File: config.mk
export PLATFORM = sky130hd
export DESIGN_NAME = mod_arbiter
export DESIGN_NICKNAME = d
export VERILOG_FILES = /design/src/rtl/mod_arbiter.sv
export SDC_FILE = /design/constraint.sdc
export NUM_CORES = 1
export LEC_CHECK = 0
export ABC_AREA = 1
export CAP_MARGIN = 20
export CORE_ASPECT_RATIO = 0.7
export CORE_MARGIN = 2
export CORE_UTILIZATION = 34
export CTS_CLUSTER_SIZE = 8
export DETAILED_ROUTE_END_ITERATION = 6
export HOLD_SLACK_MARGIN = 0.05
export PLACE_DENSITY = 0.79
export SYNTH_ARGS = -nofsm -noshare
export SYNTH_HDL_FRONTEND = slang
export SYNTH_SLANG_ARGS = --single-unit
File: constraint.sdc
create_clock -name clk_i -period 1.6 [get_ports clk_i]
set_input_delay 0.32 -clock clk_i [delete_from_list [all_inputs] [get_ports clk_i]]
set_output_delay 0.32 -clock clk_i [all_outputs]
set_load 0.02 [all_outputs]
File: src/rtl/mod_arbiter.sv
// Round-robin arbiter/sequencer that shares one iterative WIDTH-bit mod unit between two requesters.
// Optional watchdog on the BUSY wait is compiled in with `define MOD_ARB_TIMEOUT_EN.
module mod_arbiter #(
  parameter int WIDTH = 32
`ifdef MOD_ARB_TIMEOUT_EN
  , parameter int TIMEOUT = 64
`endif
) (
  input  logic             clk_i,
  input  logic             reset_i,
  input  logic             req0_i,
  input  logic [WIDTH-1:0] a0_i,
  input  logic [WIDTH-1:0] b0_i,
  input  logic             req1_i,
  input  logic [WIDTH-1:0] a1_i,
  input  logic [WIDTH-1:0] b1_i,
  output logic             ack0_o,
  output logic             ack1_o,
  output logic             done0_o,
  output logic             done1_o,
  output logic [WIDTH-1:0] result_o,
  output logic             err_o,
  output logic             mod_en_o,
  output logic [WIDTH-1:0] mod_a_o,
  output logic [WIDTH-1:0] mod_b_o,
  input  logic [WIDTH-1:0] mod_result_i,
  input  logic             mod_we_i,
  output logic [1:0]       state_o
);

  typedef enum logic [1:0] {IDLE = 2'd0, BUSY = 2'd1, RESP = 2'd2} state_e;

  state_e           state_q, state_d;
  logic             owner_q, owner_d;
  logic             ptr_q, ptr_d;
  logic             zb_q, zb_d;
  logic             ack0_q, ack0_d, ack1_q, ack1_d;
  logic             done0_q, done0_d, done1_q, done1_d;
  logic             err_q, err_d;
  logic             mod_en_q, mod_en_d;
  logic [WIDTH-1:0] result_q, result_d;
  logic [WIDTH-1:0] mod_a_q, mod_a_d, mod_b_q, mod_b_d;
  logic             grant;
  logic [WIDTH-1:0] sel_a, sel_b;
`ifdef MOD_ARB_TIMEOUT_EN
  localparam int CW = $clog2(TIMEOUT + 1);
  logic [CW-1:0]    cnt_q, cnt_d;
`endif

  // Requesters only handshake via Ack/Done: Req is held until Ack, Done marks Result/Err valid.
  always_comb begin
    state_d  = state_q;
    owner_d  = owner_q;
    ptr_d    = ptr_q;
    zb_d     = zb_q;
    ack0_d   = 1'b0;
    ack1_d   = 1'b0;
    done0_d  = 1'b0;
    done1_d  = 1'b0;
    err_d    = 1'b0;
    mod_en_d = mod_en_q;
    result_d = result_q;
    mod_a_d  = mod_a_q;
    mod_b_d  = mod_b_q;
    grant    = (req0_i && req1_i) ? ptr_q : req1_i;
    sel_a    = grant ? a1_i : a0_i;
    sel_b    = grant ? b1_i : b0_i;
`ifdef MOD_ARB_TIMEOUT_EN
    cnt_d    = cnt_q;
`endif
    case (state_q)
      IDLE: begin
        mod_en_d = 1'b0;
        if (req0_i || req1_i) begin
          owner_d = grant;
          mod_a_d = sel_a;
          mod_b_d = sel_b;
          ack0_d  = ~grant;
          ack1_d  = grant;
          if (sel_b != '0) begin
            state_d  = BUSY;
            mod_en_d = 1'b1;
`ifdef MOD_ARB_TIMEOUT_EN
            cnt_d    = '0;
`endif
          end else begin
            state_d = RESP;
            zb_d    = 1'b1;
          end
        end
      end
      BUSY: begin
        if (mod_we_i) begin
          state_d  = RESP;
          mod_en_d = 1'b0;
          result_d = mod_result_i;
          done0_d  = ~owner_q;
          done1_d  = owner_q;
`ifdef MOD_ARB_TIMEOUT_EN
        end else if (cnt_q == CW'(TIMEOUT - 1)) begin
          state_d  = RESP;
          mod_en_d = 1'b0;
          result_d = '0;
          err_d    = 1'b1;
          done0_d  = ~owner_q;
          done1_d  = owner_q;
        end else begin
          cnt_d = cnt_q + 1'b1;
`endif
        end
      end
      RESP: begin
        mod_en_d = 1'b0;
        // Zero-divisor runs spend an extra RESP cycle so Done lands one cycle after Ack.
        if (zb_q) begin
          zb_d     = 1'b0;
          result_d = '0;
          err_d    = 1'b1;
          done0_d  = ~owner_q;
          done1_d  = owner_q;
        end else begin
          ptr_d   = ~owner_q;
          state_d = IDLE;
        end
      end
      default: state_d = IDLE;
    endcase
  end

  always_ff @(posedge clk_i) begin
    if (reset_i) begin
      state_q  <= IDLE;
      owner_q  <= 1'b0;
      ptr_q    <= 1'b0;
      zb_q     <= 1'b0;
      ack0_q   <= 1'b0;
      ack1_q   <= 1'b0;
      done0_q  <= 1'b0;
      done1_q  <= 1'b0;
      err_q    <= 1'b0;
      mod_en_q <= 1'b0;
      result_q <= '0;
      mod_a_q  <= '0;
      mod_b_q  <= '0;
`ifdef MOD_ARB_TIMEOUT_EN
      cnt_q    <= '0;
`endif
    end else begin
      state_q  <= state_d;
      owner_q  <= owner_d;
      ptr_q    <= ptr_d;
      zb_q     <= zb_d;
      ack0_q   <= ack0_d;
      ack1_q   <= ack1_d;
      done0_q  <= done0_d;
      done1_q  <= done1_d;
      err_q    <= err_d;
      mod_en_q <= mod_en_d;
      result_q <= result_d;
      mod_a_q  <= mod_a_d;
      mod_b_q  <= mod_b_d;
`ifdef MOD_ARB_TIMEOUT_EN
      cnt_q    <= cnt_d;
`endif
    end
  end

  assign ack0_o   = ack0_q;
  assign ack1_o   = ack1_q;
  assign done0_o  = done0_q;
  assign done1_o  = done1_q;
  assign err_o    = err_q;
  assign mod_en_o = mod_en_q;
  assign result_o = result_q;
  assign mod_a_o  = mod_a_q;
  assign mod_b_o  = mod_b_q;
  assign state_o  = state_q;

endmodule
==> flow_summary_export.csv <==
group,metric,value,unit
cts,ctsRootBufferMaster,"sky130_fd_sc_hd__clkbuf_16",
die,core_area,13100,um^2
yosys,synthCells,623,
timing,worst_pin_slew,0.276,ns
timing,worst_hold_slack_after_final_layout,0.452,ns
power,power.static_leakage,3.99,nW
setup_path,crit_fanout,7,
timing,slew_headroom,0.817,
setup_path,timing.critical_path.arrival,2.10,ns
run,max_cap_violations,0,
die,die_height,100,um
setup_path,endpoint_kind,"flip-flop",
cts,clock_sink_count,107,
global_routing,grt_util_met2,0.364,
outcome,violations,"setup timing",
yosys,ys.warnings.count,0,
timing,min_period_over_period,1.16,
setup_path,required_worst_endpoint,1.83,ns
setup_path,crit_type,"flip-flop to flip-flop",
global_routing,groute.layer.met1.usage,0.271,
timing,max_freq,0.537,GHz
outcome,status,"complete, but fails checks",
layout,final_util,0.634,
yosys,synth.ff_latch_count,107,
yosys,synthesized_area,4490,um^2
global_routing,grt_util_all_layers,0.215,
die,initial_utilization,0.344,
die,std_cell_rows,35,
die,dieWidth,141,um
global_routing,grt_start_max_net_pins,34,
layout,final_cell_mix,"sky130_fd_sc_hd__nand2_1 (216), sky130_fd_sc_hd__clkdlybuf4s50_1 (162), sky130_fd_sc_hd__dfxtp_1 (104)",
timing,setup-violations-final,4,
placement,placement.io_buffers,268,
global_routing,grt_pass1_wl,24400,um
placement,post-dp-hpwl,11600,um
die,die_area,14200,um^2
cts,clk_pin_slew_worst_paths,0.07,ns
detailed_routing,drt-wirelength-per-cell,15.1,um
cts,cts_inserted_buffers,9,
global_routing,grt_overflow_total,0,
global_routing,grt_busiest_layer,"met2",
detailed_routing,route.vias.total,5179,
global_routing,use_met3,0.0635,
placement,gp_congestion,0.819,
cts,cts-root-to-sink-buffers,2,
layout,design.final.nets,1083,
power,peakVddDrop,0.524,mV
global_routing,grt_antenna_before_repair,0,
die,ios,269,
yosys,synthesis.area_per_instance,7.21,um^2
cts,h-tree-depth,3,
yosys,edff_count_synth,0,
timing,finClkSkew,0.00747,ns
yosys,synth_seq_area_share,0.477,
power,pwr_density_cell,924,nW/um^2
setup_path,start_kind,"flip-flop",
detailed_routing,residual_drc,0,
detailed_routing,routed_wl,16400,um
layout,instances_no_fill,1084,
cts,tritoncts,"built",
yosys,postSynthNetCount,792,
detailed_routing,viasPerCell,4.78,
timing,report.final.hold_viol_count,0,
layout,count_of_antenna_diodes_in_the_layout,0,
yosys,synth_async_sr_flop_share,0,
hold_path,worst_hold_path_type,"flip-flop to flip-flop",
layout,syn2layout_area_growth,84.3,%
layout,layout_commonest_cell,"sky130_fd_sc_hd__nand2_1",
yosys,synth_ff_type,"sky130_fd_sc_hd__dfxtp_1",
global_routing,first_global_vias,4923,
timing,post-route-worst-setup-slack,-0.263,ns
layout,layout-drive-gt1-share,0.129,
detailed_routing,drt_pass1_iterations,4,
yosys,yosysUniqueCellTypes,24,
cts,insertion_delay,0.34,ns
placement,placedCellCount,1057,
timing,finalMaxSlewViolations,0,
detailed_routing,dr.first_iter.drc_count,217,
detailed_routing,detail-route-antenna-nets,0,
timing,layout_min_cycle_time,1.86,ns
timing,rsz0062_at_grt,"true",
==> critical path: stages, from the launching register on <==
cell	delay, ns
sky130_fd_sc_hd__dfxtp_2	0.33
sky130_fd_sc_hd__inv_2	0.08
sky130_fd_sc_hd__nand2_4	0.08
sky130_fd_sc_hd__nand2_8	0.15
sky130_fd_sc_hd__buf_12	0.15
sky130_fd_sc_hd__buf_6	0.10
sky130_fd_sc_hd__nand2_2	0.05
sky130_fd_sc_hd__o21ai_2	0.07
sky130_fd_sc_hd__nand2_1	0.08
sky130_fd_sc_hd__nor2_1	0.12
sky130_fd_sc_hd__nand2_1	0.07
sky130_fd_sc_hd__nor2_2	0.19
sky130_fd_sc_hd__nand3_2	0.11
sky130_fd_sc_hd__a21oi_2	0.14
sky130_fd_sc_hd__nor2_1	0.06
==> sequential cells by signal, summed over array words and instances, names as in the netlist <==
signal and cells:
ack0_o 1, ack1_o 1, done0_o 1, done1_o 1, err_o 1, mod_a_o 32, mod_b_o 32, mod_en_o 1
owner_q 1, ptr_q 1, result_o 32, state_o 2, zb_q 1
==> cell type report <==
type / instances / area [um^2]
fillers: 1172 / 4770
repair buffers: 317 / 3250
multi-input cells: 431 / 2230
flip-flops and latches: 107 / 2150
clock buffers: 10 / 229
well taps: 166 / 208
inverters: 48 / 183
clock inverters: 5 / 37.5
==> cell usage after synthesis (all sizes together), types with 2 or more instances <==
library cell / count / share of area
nand2: 231 / 0.19
dfxtp: 107 / 0.48
inv: 47 / 0.039
nand3: 44 / 0.049
o21ai: 43 / 0.048
a21oi: 36 / 0.040
a22oi: 24 / 0.040
nor2: 22 / 0.019
buf: 20 / 0.023
nand3b: 20 / 0.033
clkbuf: 17 / 0.014
ha: 4 / 0.011
nor3: 2 / 0.0022
==> routing by layer <==
layer | vias up | routed length, um
met5 | - | 0
met4 | 0 | 211
met3 | 14 | 1300
met2 | 193 | 7990
met1 | 2384 | 6870
li1 | 2588 | -
==> cell families after synthesis <==
family | after synthesis | synth area share
buf+inv | 85 | 0.0774
compound gates | 106 | 0.134
flops | 107 | 0.477
fa+ha+maj | 4 | 0.0111
simple gates | 321 | 0.301
==> report_power, final <==
group	switching, mW	total (mW)	internal, mW
clock network	0.998	2.06	1.06
registers	0.149	3.13	2.98
logic	1.29	2.47	1.18
total	2.44	7.65	5.22
==> worst paths after layout <==
path | startpoint | endpoint | slack [ns] | cells past startpoint
setup / recovery | ptr_q$_SDFFE_PP0P_ | zb_q$_SDFFE_PP0P_ | -0.26 | 14
hold / removal | mod_b_o[7]$_SDFFE_PP0P_ | mod_b_o[7]$_SDFFE_PP0P_ | 0.45 | 2
setup reg to reg | ptr_q$_SDFFE_PP0P_ | zb_q$_SDFFE_PP0P_ | -0.26 | 14
hold reg to reg | mod_b_o[7]$_SDFFE_PP0P_ | mod_b_o[7]$_SDFFE_PP0P_ | 0.45 | 2
==> per-stage QoR <==
stage | TNS [ns] | worst slack [ns] | total power [mW] | area [um^2]
2_1_floorplan | 0 | 0.0252 | 4.25 | 4510
3_3_place_gp | -30.34 | -0.550 | 5.59 | 7590
3_5_place_dp | -32.36 | -0.645 | 5.62 | 7590
4_1_cts | -0.377 | -0.154 | 7.53 | 7860
5_1_grt | -1.50 | -0.434 | 8.05 | 8280
6_report | -0.919 | -0.263 | 7.65 | 8280
==> repair_timing <==
action,4_1_cts,5_1_grt
cloned,2,7
hold buffers,0,0
pin swaps,6,22
resized for setup,116,64
endpoints found under the setup margin,161,112
setup buffers,0,3
Note: power is estimated with default switching activity, not from simulation.
